--- src/rtl/card_mem_arbiter.sv ---
// Write-port arbiter for the card-state memory: game-write queue, colour
// initialiser stream and a full-memory clear sweep share one registered port.
module card_mem_arbiter #(
  parameter int ADDR_W  = 4,
  parameter int DEPTH   = 16,
  parameter int COLOR_W = 12
) (
  input  logic               clk,
  input  logic               rst,
  input  logic               clear_req,
  output logic               clear_done,
  input  logic               wr_en,
  input  logic [1:0]         wr_state,
  input  logic [ADDR_W-1:0]  wr_addr,
  input  logic               init_valid,
  output logic               init_ready,
  input  logic [ADDR_W-1:0]  init_addr,
  input  logic [COLOR_W-1:0] init_color,
  output logic               mem_we,
  output logic [ADDR_W-1:0]  mem_addr,
  output logic [1:0]         mem_state,
  output logic [COLOR_W-1:0] mem_color,
  output logic               mem_state_mask,
  output logic               mem_color_mask,
  output logic               busy,
  output logic               overflow
);

  localparam int QW = ADDR_W + 2;
  localparam logic [ADDR_W-1:0] LAST_ADDR = ADDR_W'(DEPTH - 1);

  typedef enum logic {IDLE, CLEAR} fsm_t;

  fsm_t                   fsm_reg;
  logic [ADDR_W-1:0]      sweep_reg;
  logic [1:0]             count_reg;
  logic [1:0]             count_next;
  logic [1:0]             count_after;
  logic [1:0][QW-1:0]     q_cur;
  logic [1:0][QW-1:0]     q_next;
  logic                   pop;
  logic                   drop;
  logic                   clear_done_reg;
  logic                   overflow_reg;
  logic                   mem_we_reg;
  logic [ADDR_W-1:0]      mem_addr_reg;
  logic [1:0]             mem_state_reg;
  logic [COLOR_W-1:0]     mem_color_reg;
  logic                   mem_state_mask_reg;
  logic                   mem_color_mask_reg;

  // Queue head is popped only from IDLE and only when no clear is starting.
  assign pop = (fsm_reg == IDLE) && !clear_req && (count_reg != 2'd0);
  assign count_after = count_reg - 2'(pop);

  always_comb begin
    q_next     = q_cur;
    count_next = count_after;
    drop       = 1'b0;
    if (pop) begin
      q_next[0] = q_cur[1];
    end
    if (wr_en) begin
      if (count_after == 2'd2) begin
        drop = 1'b1;
      end else begin
        q_next[count_after[0]] = {wr_state, wr_addr};
        count_next             = count_after + 2'd1;
      end
    end
  end

  genvar gi;
  generate
    for (gi = 0; gi < 2; gi++) begin : g_slot
      logic [QW-1:0] slot_reg;
      always_ff @(posedge clk) begin
        if (rst) slot_reg <= '0;
        else     slot_reg <= q_next[gi];
      end
      assign q_cur[gi] = slot_reg;
    end
  endgenerate

  assign init_ready = (fsm_reg == IDLE) && (count_reg == 2'd0) && !wr_en && !clear_req;
  assign busy       = (fsm_reg == CLEAR) || (count_reg != 2'd0);

  always_ff @(posedge clk) begin
    if (rst) begin
      fsm_reg            <= IDLE;
      sweep_reg          <= '0;
      count_reg          <= '0;
      overflow_reg       <= 1'b0;
      clear_done_reg     <= 1'b0;
      mem_we_reg         <= 1'b0;
      mem_addr_reg       <= '0;
      mem_state_reg      <= '0;
      mem_color_reg      <= '0;
      mem_state_mask_reg <= 1'b0;
      mem_color_mask_reg <= 1'b0;
    end else begin
      count_reg          <= count_next;
      mem_we_reg         <= 1'b0;
      clear_done_reg     <= 1'b0;
      mem_state_mask_reg <= 1'b0;
      mem_color_mask_reg <= 1'b0;
      if (drop) overflow_reg <= 1'b1;
      case (fsm_reg)
        IDLE: begin
          if (clear_req) begin
            fsm_reg   <= CLEAR;
            sweep_reg <= '0;
          end else if (pop) begin
            mem_we_reg         <= 1'b1;
            mem_addr_reg       <= q_cur[0][ADDR_W-1:0];
            mem_state_reg      <= q_cur[0][QW-1:ADDR_W];
            mem_color_reg      <= '0;
            mem_state_mask_reg <= 1'b1;
          end else if (init_valid && init_ready) begin
            mem_we_reg         <= 1'b1;
            mem_addr_reg       <= init_addr;
            mem_state_reg      <= 2'b00;
            mem_color_reg      <= init_color;
            mem_state_mask_reg <= 1'b1;
            mem_color_mask_reg <= 1'b1;
          end
        end
        CLEAR: begin
          mem_we_reg         <= 1'b1;
          mem_addr_reg       <= sweep_reg;
          mem_state_reg      <= 2'b00;
          mem_color_reg      <= '0;
          mem_state_mask_reg <= 1'b1;
          mem_color_mask_reg <= 1'b1;
          // Done pulse is registered alongside the final sweep write.
          if (sweep_reg == LAST_ADDR) begin
            clear_done_reg <= 1'b1;
            sweep_reg      <= '0;
            fsm_reg        <= IDLE;
          end else begin
            sweep_reg <= sweep_reg + 1'b1;
          end
        end
        default: fsm_reg <= IDLE;
      endcase
    end
  end

  assign clear_done     = clear_done_reg;
  assign overflow       = overflow_reg;
  assign mem_we         = mem_we_reg;
  assign mem_addr       = mem_addr_reg;
  assign mem_state      = mem_state_reg;
  assign mem_color      = mem_color_reg;
  assign mem_state_mask = mem_state_mask_reg;
  assign mem_color_mask = mem_color_mask_reg;

endmodule

--- config.mk ---
export PLATFORM = sky130hd
export DESIGN_NAME = card_mem_arbiter
export DESIGN_NICKNAME = d
export VERILOG_FILES = /design/src/rtl/card_mem_arbiter.sv
export SDC_FILE = /design/constraint.sdc
export NUM_CORES = 1
export LEC_CHECK = 0
export ABC_AREA = 1
export ABC_CLOCK_PERIOD_IN_PS = 5100
export CORE_MARGIN = 2
export CORE_UTILIZATION = 40
export DETAILED_ROUTE_END_ITERATION = 6
export GPL_TIMING_DRIVEN = 1
export PLACE_DENSITY = 0.71
export SYNTH_ARGS = -nofsm -noshare
export SYNTH_HDL_FRONTEND = slang
export SYNTH_SLANG_ARGS = --single-unit
--- constraint.sdc ---
create_clock -name clk -period 5.1 [get_ports clk]
set_input_delay 1.02 -clock clk [delete_from_list [all_inputs] [get_ports clk]]
set_output_delay 1.02 -clock clk [all_outputs]
set_load 0.01 [all_outputs]
### Yosys cells after proc, flatten, opt, wreduce, memory -nomap -nowiden

Cells that the tools add are included.

* bits in registers: 41
* output and inout port bits: 25
* logic and storage cells: 75

* $add $sub $neg: 3
* magnitude comparators: 2
* eq/ne operators: 5
* mux-type cells: 36
* bitwise operators: 2
* reductions and logical operators: 15

Operators with widths (count)
* 12-bit two-way mux: 3
* 6-bit two-way mux: 4
* 12-bit one-hot mux with 2 select lines: 1
* 4-bit two-way mux: 5
* 4-bit one-hot mux with 2 select lines: 2
* 12-bit bitwise mux: 1
* 1-bit two-way mux: 10
* 2-bit two-way mux: 5
* 1-bit logical AND: 7
* 6-bit demux with 1-bit select: 1
* 1-bit one-hot mux with 2 select lines: 3
* 4-bit by 1-bit adder with 4-bit output, second input constant: 1
* 4-bit == test, second input constant: 1
* 2-bit != test, second input constant: 2
* 2-bit one-hot mux with 2 select lines: 1
* 2-bit AND reduction: 2
* 3-bit by 2-bit != test with 1-bit output, second input constant: 1
* 2-bit by 1-bit adder with 2-bit output, second input constant: 1
* 2-bit == test, second input constant: 1
* 1-bit logical NOT: 2
* 2-bit logical NOT: 1
* 1-bit by 2-bit less-than comparator with 1-bit output, second input constant: 1
* 1-bit inverter: 2
* 2-bit nonzero test: 1
* other kinds (4): 4

### Depth between registers and ports, before layout

* depth after elaboration: 11
* gate-level depth with buffers: 15
* gate-level depth less buffers: 13

### Worst setup path before layout

No wires, ideal clock.

* path kind: input to register
* from: input port clear_req
* to: register g_slot[0].slot_reg[1]
* library setup time: 109 ps
* data arrival time: 2584 ps
* path slack: 2407 ps
* stages on the path: 14
* path buffers: 1
* path through: inv_1 nand2_2 nor2_4 buf_6 ha_1 xnor2_1 inv_1 ha_1 nor3_4 inv_1 nor2_1 nor2_1 nand2_1 inv_1

* cells in the longest elaborated chain, start to end: 11
* elaborated cells between the ends (all ways): 14

Ends and longest elaborated chain
* start: declaration: RTL line 10 `input logic clear_req,`
* 1-bit logical NOT (*): RTL line 53 `assign pop = (fsm_reg == IDLE) && !clear_req && (count_reg != 2'd0);`
* 1-bit logical AND (*) (2 in a row): RTL line 53
* 2-bit by 1-bit subtractor with 2-bit output: RTL line 54 `assign count_after = count_reg - 2'(pop);`
* 1-bit by 2-bit less-than comparator with 1-bit output (not written as such) / 1-bit greater-or-equal comparator (equally long branches): RTL line 67 `q_next[count_after[0]] = {wr_state, wr_addr};`
* 1-bit logical AND (not written as such): RTL line 67
* 6-bit two-way mux (not written as such): RTL line 67
* 6-bit demux with 1-bit select: RTL line 67
* 12-bit bitwise mux: RTL line 67
* 6-bit two-way mux: RTL line 64 `if (count_after == 2'd2) begin`
* 6-bit two-way mux (*): RTL line 63 `if (wr_en) begin`
* end signal: assignment: RTL line 79 `else slot_reg <= q_next[gi];`
* end: declaration: RTL line 76 `logic [QW-1:0] slot_reg;`

Every way passes the cells marked *; elsewhere a longest branch is shown, timed or not.
A chain may end at the register's enable or synchronous reset.

### Final worst setup path

* from: input port clear_req
* to: output port init_ready

* cells in the longest elaborated chain, start to end: 2

Ends and longest elaborated chain
* 1-bit logical NOT: RTL line 85 `assign init_ready = (fsm_reg == IDLE) && (count_reg == 2'd0) && !wr_en && !clear_req;`
* 1-bit logical AND: RTL line 85
* end: declaration: RTL line 16 `output logic init_ready,`

Every way passes these cells.

==> results.sh <==
export IMPL_hp_class="flip-flop to flip-flop"
export IMPL_grt_use_total=0.1718
export IMPL_grt_pass1_wl_um=7245
export IMPL_die_w_um=73.83
export IMPL_yosys_warnings=0
export IMPL_final_layout_size_suffix_gt1_frac=0.08682
export IMPL_root_buffer="clkbuf_8"
export IMPL_cts_buffers=5
export IMPL_syn_area_sq_um=1951
export IMPL_fmaxAchievable_ghz=0.2868
export IMPL_gp_congestion=0.7752
export IMPL_hold_viol=0
export IMPL_finalClockSkew_ps=3.807
export IMPL_cap_violations=0
export IMPL_timing_worst_setup_path_type="input pin to output pin"
export IMPL_cpMostUsedCell="clkdlybuf4s50_1"
export IMPL_slowest_stage="clkdlybuf4s50_1"
export IMPL_cts_htree_levels=2
export IMPL_first_pass_iters=4
export IMPL_hold_buffers=0
export IMPL_crit_family="buffers and inverters"
export IMPL_placedCellCount=370
export IMPL_stdcell_count=378
export IMPL_max_stage_delay_ps=540
export IMPL_dpl_cell_area_sq_um=2467
export IMPL_critical_path_peak_fanout=9
export IMPL_ys_flop_type="dfxtp_1"
export IMPL_min_period_ps=3486
export IMPL_syn_num_nets=293
export IMPL_clk_pin_slew_ps=80
export IMPL_die_y_um=73.83
export IMPL_min_period_over_period=0.6836
export IMPL_antenna_found_initial=0
export IMPL_crit_path_start_kind="input pin"
export IMPL_grt_overflow=0
export IMPL_cts_path_max_buffers=2
export IMPL_path_buf_inv=2
export IMPL_drt_wl_total_um=4356
export IMPL_path_cells="clkdlybuf4s50_1 > nor2_8 > nand2_4 > nor2_4 > clkdlybuf4s50_1"
export IMPL_final_setup_viol_count=0
export IMPL_slew_violations=0
export IMPL_ys_seq_area_frac=0.4208
export IMPL_irDropWorstVdd_mv=0.2125
export IMPL_tns_ps=0
export IMPL_cts_sinks=41
export IMPL_syn_avg_cell_area_sq_um=7.445
export IMPL_antenna_left=0
export IMPL_synth_edf_count=0
export IMPL_syn2layout_area_growth_pct=32.46
export IMPL_synth_cell_types=26
export IMPL_viasPerCell=4.579
export IMPL_grt_max_degree=29
export IMPL_rsz0062_at_grt="no"
export IMPL_post_route_drc_count=0
export IMPL_cts_tree="done"
export IMPL_postCtsSetupBuffers=0
export IMPL_synthCells=262
export IMPL_initial_core_util=0.4130
export IMPL_cts_resized=0
export IMPL_diodes=0
export IMPL_arrival_ps=2470
export IMPL_finalInstanceArea_sq_um=2584
export IMPL_ioPinCount=52
export IMPL_leakage_nw=1.107
export IMPL_dieArea_sq_um=5451
export IMPL_relSlewSlack=0.6532
export IMPL_async_flop_share=0
export IMPL_ys_ff_latch=41
export IMPL_core_area_sq_um=4723
export IMPL_wl_per_cell_um=11.52
export IMPL_power_density_nw_per_um2=336.0
export IMPL_cp_required_ps=4080
export IMPL_fp_row_count=25
export IMPL_grt_pass1_vias=1639
export IMPL_nets=341
export IMPL_first_iter_violations=63
export IMPL_vias=1731
export IMPL_tightest_slew_ps=518.3
export IMPL_crit_path_end_kind="output pin"
export IMPL_status="completed"
export IMPL_dp_hpwl_um=3066
export IMPL_io_buffers=51
export IMPL_clk_insertion_delay_late_ps=290
[area by class of cell]
type	count	area (sq um)
Fill cell	473	2140
Multi-Input combinational cell	171	898.4
Sequential cell	41	820.8
Timing Repair Buffer	52	518.0
Inverter	39	146.4
Clock buffer	7	86.33
Tap cell	67	83.83
Clock inverter	1	30.03
[logic make-up after synthesis]
| logic type | synth area share |
|---|---|
| AOI/OAI and AO/OA | 0.1296 |
| xor gates and xnor gates | 0.008982 |
| adders and majority gates | 0.02566 |
| buffers and inverters | 0.1187 |
| DFF | 0.4208 |
| and+or+nand+nor | 0.2963 |
[cell usage after synthesis (2+ instances only)]
cell type  number  share of area
nand2_4         3          0.017
buf_2           2         0.0051
o211ai_1        2         0.0077
o21ai_0        17          0.044
a21oi_1        22          0.056
nand2_2         3         0.0096
ha_1            4          0.026
nand2_1        49          0.094
a21oi_2         4          0.018
inv_1          37          0.071
buf_6           5          0.029
nand3_1        27          0.069
dfxtp_1        41           0.42
clkbuf_1        2         0.0039
nor2_1         29          0.056
nor2_4          4          0.023
inv_2           2         0.0039
[path summary, 6_finish.rpt]
path | start | endpoint | slack [ps] | cells after the start
max | clear_req | init_ready | 1610 | 5
min | sweep_reg[3] | sweep_reg[3] | 470 | 2
max reg2reg | fsm_reg | g_slot[0].slot_reg[0] | 2510 | 13
min reg2reg | sweep_reg[3] | sweep_reg[3] | 470 | 2
[worst min-delay path: cells and delay by family (launching register included)]
kind,cells,cell delay (ps)
AOI/OAI and AO/OA,1,60
DFF,1,310
and+or+nand+nor,1,60
[power breakdown]
part | leakage [nW] | internal, mW | switching [mW]
combinational | 0.713 | 0.0977 | 0.127
clock | 0.0585 | 0.160 | 0.110
sequential | 0.336 | 0.354 | 0.0196
total | 1.11 | 0.612 | 0.256
[placed cells by master (no fill, tap or decap), types with 2 or more instances in the layout]
cell type / instances
inv_1: 37
ha_1: 4
o211ai_1: 2
o21ai_0: 17
nand2_2: 3
a21oi_2: 4
nor2_4: 4
nand2_1: 49
nor2_1: 29
inv_2: 2
nand2_4: 3
a21oi_1: 22
clkdlybuf4s50_1: 51
nand3_1: 27
dfxtp_1: 41
clkbuf_8: 6
[metrics by stage]
step / power, mW / util / setup WS [ps] / hold slack [ps]
after global placement: 0.6031 / 0.5224 / 1625 / 458.9
final: 0.8681 / 0.5470 / 1614 / 473.0
after floorplan: 0.5339 / - / 2407 / 443.3
after global routing: 0.9204 / 0.5470 / 1539 / 511.7
after CTS: 0.8748 / 0.5470 / 1609 / 478.3
after detailed placement: 0.6062 / 0.5224 / 1599 / 459.1
[per-layer routing]
metal  vias up  GRT usage  part of all wire
met5         -          0                 0
met2        31     0.2867              0.49
met1       781     0.2227              0.47
met4         0    0.04848            0.0039
li1        917          -                 -
met3         2    0.03704             0.036
(Power assumes the default switching activity.)
